--- src/rtl/vx_om_ds_unit.sv ---
// Depth/stencil test stage of the OM pipeline: two-stage elastic pipe producing pass flag,
// new depth/stencil and write masks. Define OM_DS_STATS_EN to add pass/fail perf counters.
package vx_om_ds_pkg;

   typedef enum logic [2:0] {
      CMP_NEVER    = 3'd0,
      CMP_LESS     = 3'd1,
      CMP_EQUAL    = 3'd2,
      CMP_LEQUAL   = 3'd3,
      CMP_GREATER  = 3'd4,
      CMP_NOTEQUAL = 3'd5,
      CMP_GEQUAL   = 3'd6,
      CMP_ALWAYS   = 3'd7
   } om_cmp_e;

   typedef enum logic [2:0] {
      SOP_KEEP      = 3'd0,
      SOP_ZERO      = 3'd1,
      SOP_REPLACE   = 3'd2,
      SOP_INCR      = 3'd3,
      SOP_DECR      = 3'd4,
      SOP_INVERT    = 3'd5,
      SOP_INCR_WRAP = 3'd6,
      SOP_DECR_WRAP = 3'd7
   } om_sop_e;

   // Two-entry arrays are indexed by face: 0 = front, 1 = back.
   typedef struct packed {
      logic            depth_enable;
      logic [2:0]      depth_func;
      logic            depth_writemask;
      logic [1:0]      stencil_enable;
      logic [1:0][2:0] stencil_func;
      logic [1:0][2:0] stencil_zpass;
      logic [1:0][2:0] stencil_zfail;
      logic [1:0][2:0] stencil_fail;
      logic [1:0][7:0] stencil_ref;
      logic [1:0][7:0] stencil_mask;
      logic [1:0][7:0] stencil_writemask;
   } om_dcrs_t;

endpackage

module vx_om_ds_unit
   import vx_om_ds_pkg::*;
#(
   parameter string       INSTANCE_ID = "",
   parameter int unsigned TAG_WIDTH   = 8
) (
   input  logic                 clk,
   input  logic                 reset,
   input  om_dcrs_t             om_dcrs,
   input  logic                 valid_in,
   output logic                 ready_in,
   input  logic [TAG_WIDTH-1:0] tag_in,
   input  logic                 face_in,
   input  logic [23:0]          depth_in,
   input  logic [23:0]          depth_val,
   input  logic [7:0]           stencil_val,
   output logic                 valid_out,
   input  logic                 ready_out,
   output logic [TAG_WIDTH-1:0] tag_out,
   output logic                 pass_out,
   output logic [23:0]          depth_out,
   output logic                 depth_wmask,
   output logic [7:0]           stencil_out,
   output logic [7:0]           stencil_wmask
`ifdef OM_DS_STATS_EN
   ,
   output logic [31:0]          perf_pass_count,
   output logic [31:0]          perf_fail_count
`endif
);

   function automatic logic cmp_pass(input logic [2:0] func, input logic [23:0] a,
                                     input logic [23:0] b);
      logic r;
      r = 1'b0;
      case (om_cmp_e'(func))
         CMP_NEVER:    r = 1'b0;
         CMP_LESS:     r = (a <  b);
         CMP_EQUAL:    r = (a == b);
         CMP_LEQUAL:   r = (a <= b);
         CMP_GREATER:  r = (a >  b);
         CMP_NOTEQUAL: r = (a != b);
         CMP_GEQUAL:   r = (a >= b);
         CMP_ALWAYS:   r = 1'b1;
         default:      r = 1'b0;
      endcase
      return r;
   endfunction

   function automatic logic [7:0] sop_apply(input logic [2:0] op, input logic [7:0] v,
                                            input logic [7:0] refv);
      logic [7:0] r;
      r = v;
      case (om_sop_e'(op))
         SOP_KEEP:      r = v;
         SOP_ZERO:      r = '0;
         SOP_REPLACE:   r = refv;
         SOP_INCR:      r = (v == 8'hFF) ? 8'hFF : v + 8'd1;
         SOP_DECR:      r = (v == 8'h00) ? 8'h00 : v - 8'd1;
         SOP_INVERT:    r = ~v;
         SOP_INCR_WRAP: r = v + 8'd1;
         SOP_DECR_WRAP: r = v - 8'd1;
         default:       r = v;
      endcase
      return r;
   endfunction

   // Stage 0: fragment plus the face-selected DCR fields captured at input fire.
   logic                 s0_valid;
   logic [TAG_WIDTH-1:0] s0_tag;
   logic [23:0]          s0_depth;
   logic [23:0]          s0_depth_val;
   logic [7:0]           s0_sval;
   logic [7:0]           s0_ref;
   logic [7:0]           s0_mask;
   logic [7:0]           s0_wm;
   logic [2:0]           s0_sfunc;
   logic [2:0]           s0_op_fail;
   logic [2:0]           s0_op_zfail;
   logic [2:0]           s0_op_zpass;
   logic                 s0_senable;
   logic                 s0_denable;
   logic [2:0]           s0_dfunc;
   logic                 s0_dwritemask;

   logic                 s1_valid;
   logic [TAG_WIDTH-1:0] s1_tag;
   logic                 s1_spass;
   logic                 s1_dpass;
   logic [23:0]          s1_depth;
   logic [7:0]           s1_sval;
   logic [7:0]           s1_ref;
   logic [7:0]           s1_wm;
   logic [2:0]           s1_op;
   logic                 s1_senable;
   logic                 s1_dwe;

   logic                 s1_ready;
   logic                 in_fire;
   logic                 s0_advance;
   logic                 s0_spass;
   logic                 s0_dpass;
   logic [2:0]           s0_op;
   logic [7:0]           s1_new;

   assign s1_ready   = ~s1_valid | ready_out;
   assign s0_advance = s0_valid & s1_ready;
   assign ready_in   = ~s0_valid | s1_ready;
   assign in_fire    = valid_in & ready_in;

   always_ff @(posedge clk) begin
      if (reset) begin
         s0_valid <= 1'b0;
      end else if (ready_in) begin
         s0_valid <= valid_in;
      end
      if (in_fire) begin
         s0_tag        <= tag_in;
         s0_depth      <= depth_in;
         s0_depth_val  <= depth_val;
         s0_sval       <= stencil_val;
         s0_ref        <= om_dcrs.stencil_ref[face_in];
         s0_mask       <= om_dcrs.stencil_mask[face_in];
         s0_wm         <= om_dcrs.stencil_writemask[face_in];
         s0_sfunc      <= om_dcrs.stencil_func[face_in];
         s0_op_fail    <= om_dcrs.stencil_fail[face_in];
         s0_op_zfail   <= om_dcrs.stencil_zfail[face_in];
         s0_op_zpass   <= om_dcrs.stencil_zpass[face_in];
         s0_senable    <= om_dcrs.stencil_enable[face_in];
         s0_denable    <= om_dcrs.depth_enable;
         s0_dfunc      <= om_dcrs.depth_func;
         s0_dwritemask <= om_dcrs.depth_writemask;
      end
   end

   always_comb begin
      s0_spass = ~s0_senable
               | cmp_pass(s0_sfunc, {16'h0, s0_ref & s0_mask}, {16'h0, s0_sval & s0_mask});
      s0_dpass = ~s0_denable | cmp_pass(s0_dfunc, s0_depth, s0_depth_val);
      if (~s0_spass) begin
         s0_op = s0_op_fail;
      end else if (~s0_dpass) begin
         s0_op = s0_op_zfail;
      end else begin
         s0_op = s0_op_zpass;
      end
   end

   always_ff @(posedge clk) begin
      if (reset) begin
         s1_valid <= 1'b0;
      end else if (s1_ready) begin
         s1_valid <= s0_valid;
      end
      if (s0_advance) begin
         s1_tag     <= s0_tag;
         s1_spass   <= s0_spass;
         s1_dpass   <= s0_dpass;
         s1_depth   <= s0_depth;
         s1_sval    <= s0_sval;
         s1_ref     <= s0_ref;
         s1_wm      <= s0_wm;
         s1_op      <= s0_op;
         s1_senable <= s0_senable;
         s1_dwe     <= s0_denable & s0_dwritemask;
      end
   end

   assign s1_new        = sop_apply(s1_op, s1_sval, s1_ref);
   assign valid_out     = s1_valid;
   assign tag_out       = s1_tag;
   assign pass_out      = s1_spass & s1_dpass;
   assign depth_out     = s1_depth;
   assign depth_wmask   = s1_dwe & s1_spass & s1_dpass;
   assign stencil_out   = (s1_new & s1_wm) | (s1_sval & ~s1_wm);
   assign stencil_wmask = s1_senable ? s1_wm : '0;

`ifdef OM_DS_STATS_EN
   always_ff @(posedge clk) begin
      if (reset) begin
         perf_pass_count <= '0;
         perf_fail_count <= '0;
      end else if (valid_out & ready_out) begin
         if (pass_out) begin
            perf_pass_count <= perf_pass_count + 32'd1;
         end else begin
            perf_fail_count <= perf_fail_count + 32'd1;
         end
      end
   end
`endif

endmodule

--- config.mk ---
export PLATFORM = sky130hd
export DESIGN_NAME = vx_om_ds_unit
export DESIGN_NICKNAME = d
export VERILOG_FILES = /design/src/rtl/vx_om_ds_unit.sv
export SDC_FILE = /design/constraint.sdc
export NUM_CORES = 1
export LEC_CHECK = 0
export ABC_CLOCK_PERIOD_IN_PS = 10850
export CAP_MARGIN = 20
export CORE_MARGIN = 1
export CORE_UTILIZATION = 52
export CTS_CLUSTER_DIAMETER = 200
export DETAILED_ROUTE_END_ITERATION = 7
export PLACE_DENSITY = 0.85
export SLEW_MARGIN = 20
export SYNTH_ARGS = -nofsm -noshare
export SYNTH_HDL_FRONTEND = slang
export SYNTH_SLANG_ARGS = --single-unit
--- constraint.sdc ---
create_clock -name clk -period 10.85 [get_ports clk]
set_input_delay 2.17 -clock clk [delete_from_list [all_inputs] [get_ports clk]]
set_output_delay 2.17 -clock clk [all_outputs]
set_load 0.1 [all_outputs]
Word level (Yosys, flattened, before mapping)
Cells that the tools add are included.
{"block": "totals", "ff_bits": 171, "latchBits": 0, "ramBits": 0, "romBits": 0, "output_inout_bits": 52, "wordCells": 113, "memories": 0}
{"block": "op_classes", "n_addsub": 2, "mul": 0, "div_mod_pow": 0, "n_lt_le_gt_ge": 9, "eq_ne": 26, "shift": 0, "n_mux": 24, "bitwise_logic": 21, "n_reduce_logical": 4}
{"cell": "$mux 8", "count": 9}
{"cell": "$pmux 8 s8", "count": 1}
{"cell": "$eq 3x3->1 const B", "count": 12}
{"cell": "$and 8x8->8", "count": 4}
{"cell": "$mux 3", "count": 10}
{"cell": "$eq 24x24->1", "count": 1}
{"cell": "$ge 24x24->1", "count": 1}
{"cell": "$gt 24x24->1", "count": 1}
{"cell": "$le 24x24->1", "count": 1}
{"cell": "$lt 24x24->1", "count": 1}
{"cell": "$ne 24x24->1", "count": 1}
{"cell": "$eq 3x2->1 const B", "count": 6}
{"cell": "$not 8->8", "count": 2}
{"cell": "$pmux 1 s8", "count": 2}
{"cell": "$eq 3x1->1 const B", "count": 3}
{"cell": "$logic_not 3->1", "count": 3}
{"cell": "$add 8x1->8 const B", "count": 1}
{"cell": "$eq 8x8->1", "count": 1}
{"cell": "$eq 8x8->1 const B", "count": 1}
{"cell": "$ge 8x8->1", "count": 1}
{"cell": "$gt 8x8->1", "count": 1}
{"cell": "$le 8x8->1", "count": 1}
{"cell": "$logic_not 8->1", "count": 1}
{"cell": "$lt 8x8->1", "count": 1}
{"cell": "8 further kinds", "count": 20}

Depth between registers and ports, before layout
Gate-level depths: netlist of the first run.
{"block": "logic_depth", "ltp_word": 5, "depth_mapped": 9, "depth_no_buf": 9}

Least setup slack after synthesis of the first run
No wires, ideal clock.
{"block": "synth_timing", "path_kind": "input-to-reg", "from": "input ready_out", "to": "register s0_denable, enable pin", "t_arrival_ps": 5467, "t_required_ps": 10374, "setup_slack_ps": 4906, "path_stages": 3, "path_buffers": 0, "path_cell_list": "nor2b_1 > nand2_1 > and2_1"}
{"block": "synth_via", "elab_chain_len": 3}
{"item": "start: declaration", "line_no": "61", "rtl": "input logic ready_out,"}
{"item": "$or 1x1->1", "line_no": "149", "rtl": "assign s1_ready = ~s1_valid | ready_out;"}
{"item": "$or 1x1->1", "line_no": "151", "rtl": "assign ready_in = ~s0_valid | s1_ready;"}
{"item": "net ready_in", "line_no": "54", "rtl": "output logic ready_in,"}
{"item": "$and 1x1->1", "line_no": "152", "rtl": "assign in_fire = valid_in & ready_in;"}
{"item": "net in_fire", "line_no": "142", "rtl": "logic in_fire;"}
{"item": "end signal: assignment", "line_no": "173", "rtl": "s0_denable <= om_dcrs.depth_enable;"}
{"item": "end: declaration", "line_no": "125", "rtl": "logic s0_denable;"}
The timed path passes the listed nets, and every way through them passes these cells.
A chain may end at the register's enable or synchronous reset.

Final worst setup path of the first run
{"block": "layout_timing", "from": "input ready_out", "to": "output ready_in"}
{"block": "layout_via", "elab_chain_len": 2}
{"item": "$or 1x1->1", "line_no": "149"}
{"item": "$or 1x1->1", "line_no": "151"}
{"item": "end: declaration", "line_no": "54"}
No other way between the ends.

==> results_dict.tcl, run 1 <==
set metrics [dict create \
    startpoint_type "primary input" \
    synth_area_leader_cell "edfxtp_1" \
    drc 0 \
    synthTopCellsByArea "edfxtp_1, ha_1, mux2_2, and2_1, nand2_1" \
    antenna_cells 0 \
    synth_top_cell_area_share 0.6784 \
    leakage_nw 3.758 \
    ys_warn_count 0 \
    globalRouteOverflowTotal 0 \
    ys_seq_area_frac 0.6837 \
    htreeDepth 4 \
    multi_input_area_sq_um 2157 \
    cts_hold_buf 0 \
    hpwl_microns 12160 \
    powerDensity_nw_per_um2 160.5 \
    grt_start_max_net_pins 77 \
    placed_area_sq_um 9627 \
    core_sq_um 13930 \
    setup_viol 0 \
    min-delay-start "s0_wm[1]" \
    fillers 914 \
    timing.rr.start "s0_depth[14]" \
    async_reset_ff_frac 0 \
    max_freq_ghz 0.1628 \
    p_total_mw 1.638 \
    ff2ff_setup_slack_ns 8.21 \
    floorplan.initialDensity 0.5369 \
    die_h_microns 121.9 \
    worst_pin_slew_ns 1.034 \
    hold_viol 0 \
    irDropWorstVdd_v 0.0001141 \
    final_cells 906 \
    track_usage 0.2337 \
    cp_max_fo 4 \
    dieArea_sq_um 14870 \
    synth.most_common_cell "edfxtp_1" \
    hold_path_class "reg -> reg" \
    ctsResizeCount 0 \
    syn_avg_cell_area_sq_um 14.78 \
    area_delta_synth_final_pct 36.39 \
    yosys-top-cells-count "edfxtp_1, mux2_2, nand2_1" \
    design_area_sq_um 10200 \
    synth_nets 689 \
    grt_pass1_vias 5000 \
    port_buffers 199 \
    ys_seq_elements 171 \
    clk_pin_slew_ns 0.06 \
    crit_chain "clkdlybuf4s50_1 > nor2b_1 > nand2_1 > clkdlybuf4s50_1" \
    outcome "completed" \
    cts_made_buffers 17 \
    synth.distinct_cells 57 \
    gp_congestion 0.9169 \
    post-route-period-util 0.5661 \
    drt-wirelength-per-cell_microns 18.25 \
    synth-edff-count 169 \
    path_buf_inv 2 \
    dieWidth_microns 121.9 \
    rsz0062_at_grt "false" \
    drive_gt1_frac 0.1185 \
    min_period_ns 6.142 \
    whs_ns 0.4146 \
    critPathMaxStageDelay_ns 0.98 \
    synth_area_sq_um 7481 \
    post_cts_buffers 0 \
    crit_type "in -> out" \
    wirelength_microns 16530 \
    synthCells 506 \
    endpoint_kind "output port" \
    cap_violations 0 \
    grt_pass1_wl_microns 25270 \
    final_nets 896 \
    drtAntennaViolNets 0 \
    antenna_found_initial 0 \
    vias 4935 \
    synthFlopType "edfxtp_1" \
    hold_depth 0 \
    hold_end "s1_wm[1]" \
    fin_skew_ns 0.01005 \
    final-seq-area_sq_um 5115 \
    crit_path_frequent_cell "clkdlybuf4s50_1" \
    cp.required_ns 8.68 \
    root_buffer "clkbuf_16" \
    place_inst 874 \
    first_pass_iters 4 \
    arrival_ns 3.97 \
    rows 43 \
    io_pins 200 \
    post_drt_via_cell_ratio 5.447 \
    r2r_cells 8 \
    r2r_end "s1_op[2]" \
    clk_latency_ns 0.42 \
    drt_iter0_drc 319 \
    ctsLongestPathBuffers 2 \
    cp_slowest_cell "clkdlybuf4s50_1" \
    cts_tree "done" \
    crit_family "buffers and inverters" \
    cts_sinks 171 \
    slew_violations 0 \
    finalSetupTns_ns 0 \
    slew_headroom 0.3085 \
]
-- worst max-delay path by stage --
| stage | start | end | slack, ns | depth (start not counted) |
|---|---|---|---|---|
| 6_report | ready_out | ready_in | 4.71 | 4 |
| 5_1_grt | ready_out | ready_in | 4.64 | 4 |
| 4_1_cts | ready_out | ready_in | 4.69 | 4 |
| 3_5_place_dp | ready_out | ready_in | 4.67 | 4 |
| 3_3_place_gp | ready_out | ready_in | 4.72 | 4 |
| 2_1_floorplan | ready_out | s0_denable | 4.91 | 3 |
-- power by group --
group	total, mW	internal, mW	switching, mW	leakage [nW]
combinational	0.259	0.106	0.153	1.83
sequential	0.794	0.773	0.0215	1.64
clock	0.584	0.327	0.257	0.284
total	1.64	1.21	0.432	3.76
-- state kept, by name, indices dropped and copies added, names as in the netlist, 3 cells and up --
name	count
depth_out	24
s0_depth	24
s0_depth_val	24
s0_dfunc	3
s0_mask	8
s0_op_fail	3
s0_op_zfail	3
s0_op_zpass	3
s0_ref	8
s0_sfunc	3
s0_sval	8
s0_tag	8
s0_wm	8
s1_op	3
s1_ref	8
s1_sval	8
s1_wm	8
tag_out	8
-- layout by cell type (no fill, tap or decap), drive strengths merged, types with 7 or more instances in the layout --
cell type        n
a31oi            9
a21oi           17
ha              35
and2            22
nor3             7
nand4           13
clkinv           7
edfxtp         169
mux2            37
nand2           36
clkbuf          18
nand3            9
clkdlybuf4s50  198
o21ai           17
nor2            20
inv             39
-- worst reg2reg max path: cells and delay by family, from the launching register on --
family	cells	cell delay [ns]
and+or+nand+nor	3	0.89
DFF	1	0.40
AOI/OAI and AO/OA	4	0.78
adders and majority gates	1	0.34
-- metrics by stage --
step,util,setup WS [ns]
2_1_floorplan,-,4.906
3_3_place_gp,0.6909,4.721
3_5_place_dp,0.6909,4.674
4_1_cts,0.7322,4.692
5_1_grt,0.7322,4.637
6_report,0.7322,4.708
-- cell type report --
class | instances | share of cell area
Timing Repair Buffer | 201 | 0.1962
Sequential cell | 171 | 0.5013
Inverter | 34 | 0.01251
Clock buffer | 18 | 0.04304
Multi-Input combinational cell | 288 | 0.2114
Tap cell | 180 | 0.02207
Clock inverter | 14 | 0.01349
-- layer usage --
layer | global-route usage | part of all wire | routed length, microns | up-vias
li1 | - | - | - | 2352
met1 | 0.2760 | 0.39 | 6527 | 2363
met2 | 0.3997 | 0.52 | 8529 | 186
met3 | 0.05618 | 0.059 | 977 | 34
met5 | 0 | 0 | 0 | -
met4 | 0.1134 | 0.030 | 499 | 0
-- cell families (layout without fill, tap and decap cells) --
group,Yosys count,count (layout),synth area share
AO/OA/AOI/OAI,82,82,0.07493
XOR/XNOR,5,5,0.005854
adder cells (fa/ha/maj),35,35,0.05854
buffers and inverters,47,267,0.02927
flip-flops,171,171,0.6837
multiplexers,38,38,0.05703
AND/OR/NAND/NOR,128,128,0.09065
Power figures use the tool's default switching activity.
==> run 2, diff against run 1 <==
Settings changed: ABC_CLOCK_PERIOD_IN_PS 10850 to 6300, CORE_UTILIZATION 52 to 49, PLACE_DENSITY 0.85 to 0.81.
Clock period 10.85 ns to 6.3 ns, I/O delays scaled along.
==> run 2 against run 1 <==
Register-to-register slack worse by 4.6 ns. Critical path depth up 5. Clock skew down 0.0022 ns. Final area up 0.37%. Clock-buffer cell count up 1. Utilization down 3.6 points. Clock power up 83%. Critical endpoint is now stencil_out[7]. The run now ends with design-rule violations left. Wire length up 2.1%. Final cell count up 0.44%.
==> results_dict.tcl, run 2 (synthesis results as in run 1) <==
set metrics [dict create \
    drtAntennaViolNets 0 \
    die_h_microns 125.6 \
    slew_violations 0 \
    track_usage 0.2221 \
    leakage_nw 3.770 \
    min_period_ns 5.063 \
    grt_start_max_net_pins 77 \
    hold_viol 0 \
    cp_max_fo 7 \
    outcome "finished with violations" \
    utilization 0.6967 \
    clock_power_share 0.370 \
    core_sq_um 14700 \
    gp_congestion 0.8579 \
    cts_made_buffers 17 \
    grt_pass1_wl_microns 26160 \
    placed_area_sq_um 9632 \
    final_nets 896 \
    fin_skew_ns 0.007851 \
    post_drt_via_cell_ratio 5.458 \
    layout_common_cells "clkdlybuf4s50_1, edfxtp_1, mux2_2" \
    cts_tree "done" \
    slew_headroom 0.3160 \
    crit_type "reg -> out" \
    cts_hold_buf 0 \
    first_pass_iters 7 \
    powerDensity_nw_per_um2 281.7 \
    dieArea_sq_um 15770 \
    hpwl_microns 12500 \
    setup_viol 0 \
    antenna_cells 0 \
    design_area_sq_um 10240 \
    cts_sinks 171 \
    final_common_cell "clkdlybuf4s50_1" \
    endpoint_kind "output port" \
    antenna_found_initial 0 \
    floorplan.initialDensity 0.5089 \
    worst_pin_slew_ns 1.023 \
    grt_pass1_vias 5016 \
    clk_latency_ns 0.42 \
    comb_power_share 0.156 \
    drt_iter0_drc 415 \
    swShare 0.2538 \
    violations "design-rule violations" \
    irDropWorstVdd_v 0.0002026 \
    startpoint_type "flip-flop" \
    cp.required_ns 5.04 \
    drt-wirelength-per-cell_microns 18.55 \
    dieWidth_microns 125.6 \
    drc 10 \
    ctsLongestPathBuffers 2 \
    rsz0062_at_grt "false" \
    rows 44 \
    post_cts_buffers 0 \
    p_total_mw 2.885 \
    clk_pin_slew_ns 0.06 \
    area_delta_synth_final_pct 36.90 \
    hold_path_class "reg -> reg" \
    wirelength_microns 16880 \
    globalRouteOverflowTotal 0 \
    finalSetupTns_ns 0 \
    p_sw_mw 0.7322 \
    place_inst 878 \
    max_freq_ghz 0.1975 \
    drive_gt1_frac 0.1171 \
    io_pins 200 \
    cap_violations 0 \
    arrival_ns 3.80 \
    internal_power_mw 2.152 \
    vias 4967 \
    port_buffers 199 \
    post-route-period-util 0.8037 \
    p_seq_frac 0.474 \
    htreeDepth 4 \
    ctsResizeCount 0 \
    root_buffer "clkbuf_16" \
    final_cells 910 \
]
## run 2: layer usage
layer,routed length (microns),global-route usage,up-vias
li1,-,-,2349
met2,8695,0.3843,212
met5,0,0,-
met3,1039,0.04921,20
met4,296,0.08752,0
met1,6846,0.2709,2386
## run 2: area by class of cell
| class | count | area [sq um] |
|---|---|---|
| flip-flops and latches | 171 | 5115 |
| fillers | 979 | 4458 |
| multi-input cells | 288 | 2157 |
| repair buffers | 201 | 2002 |
| clock buffers | 19 | 442.9 |
| well taps | 184 | 230.2 |
| clock inverters | 13 | 166.4 |
| inverters | 34 | 127.6 |
## run 2: final timing paths
check / start / to / slack, ns / cells after the start
hold / removal: s0_wm[6] / s1_wm[6] / 0.42 / 0
setup / recovery: s1_sval[1] / stencil_out[7] / 1.24 / 9
hold reg to reg: s0_wm[6] / s1_wm[6] / 0.42 / 0
setup reg to reg: s0_depth[19] / s1_op[2] / 3.66 / 8
## run 2: power by group through the flow
stage / Sequential (mW) / Clock, mW / Combinational (mW)
3_5_place_dp: 1.39 / 0 / 0.448
5_1_grt: 1.37 / 1.12 / 0.477
2_1_floorplan: 1.44 / 0 / 0.216
4_1_cts: 1.37 / 1.08 / 0.450
3_3_place_gp: 1.39 / 0 / 0.438
6_report: 1.37 / 1.07 / 0.449
## run 2: per-stage QoR
stage          setup slack, ns  hold slack [ns]
4_1_cts                  1.180           0.4194
3_3_place_gp             1.758           0.4010
2_1_floorplan            1.266           0.4003
5_1_grt                  1.003           0.4217
6_report                 1.237           0.4181
3_5_place_dp             1.661           0.4045
## run 2: critical path: stages (launching register included)
cell and delay, ns:
edfxtp_1 0.46, ha_1 0.23, nand3_1 0.15, nor4_1 0.58, nor2_1 0.24, o2111a_1 0.19
o41ai_1 0.06, a31oi_1 0.13, a21oi_1 0.18, clkdlybuf4s50_1 1.16
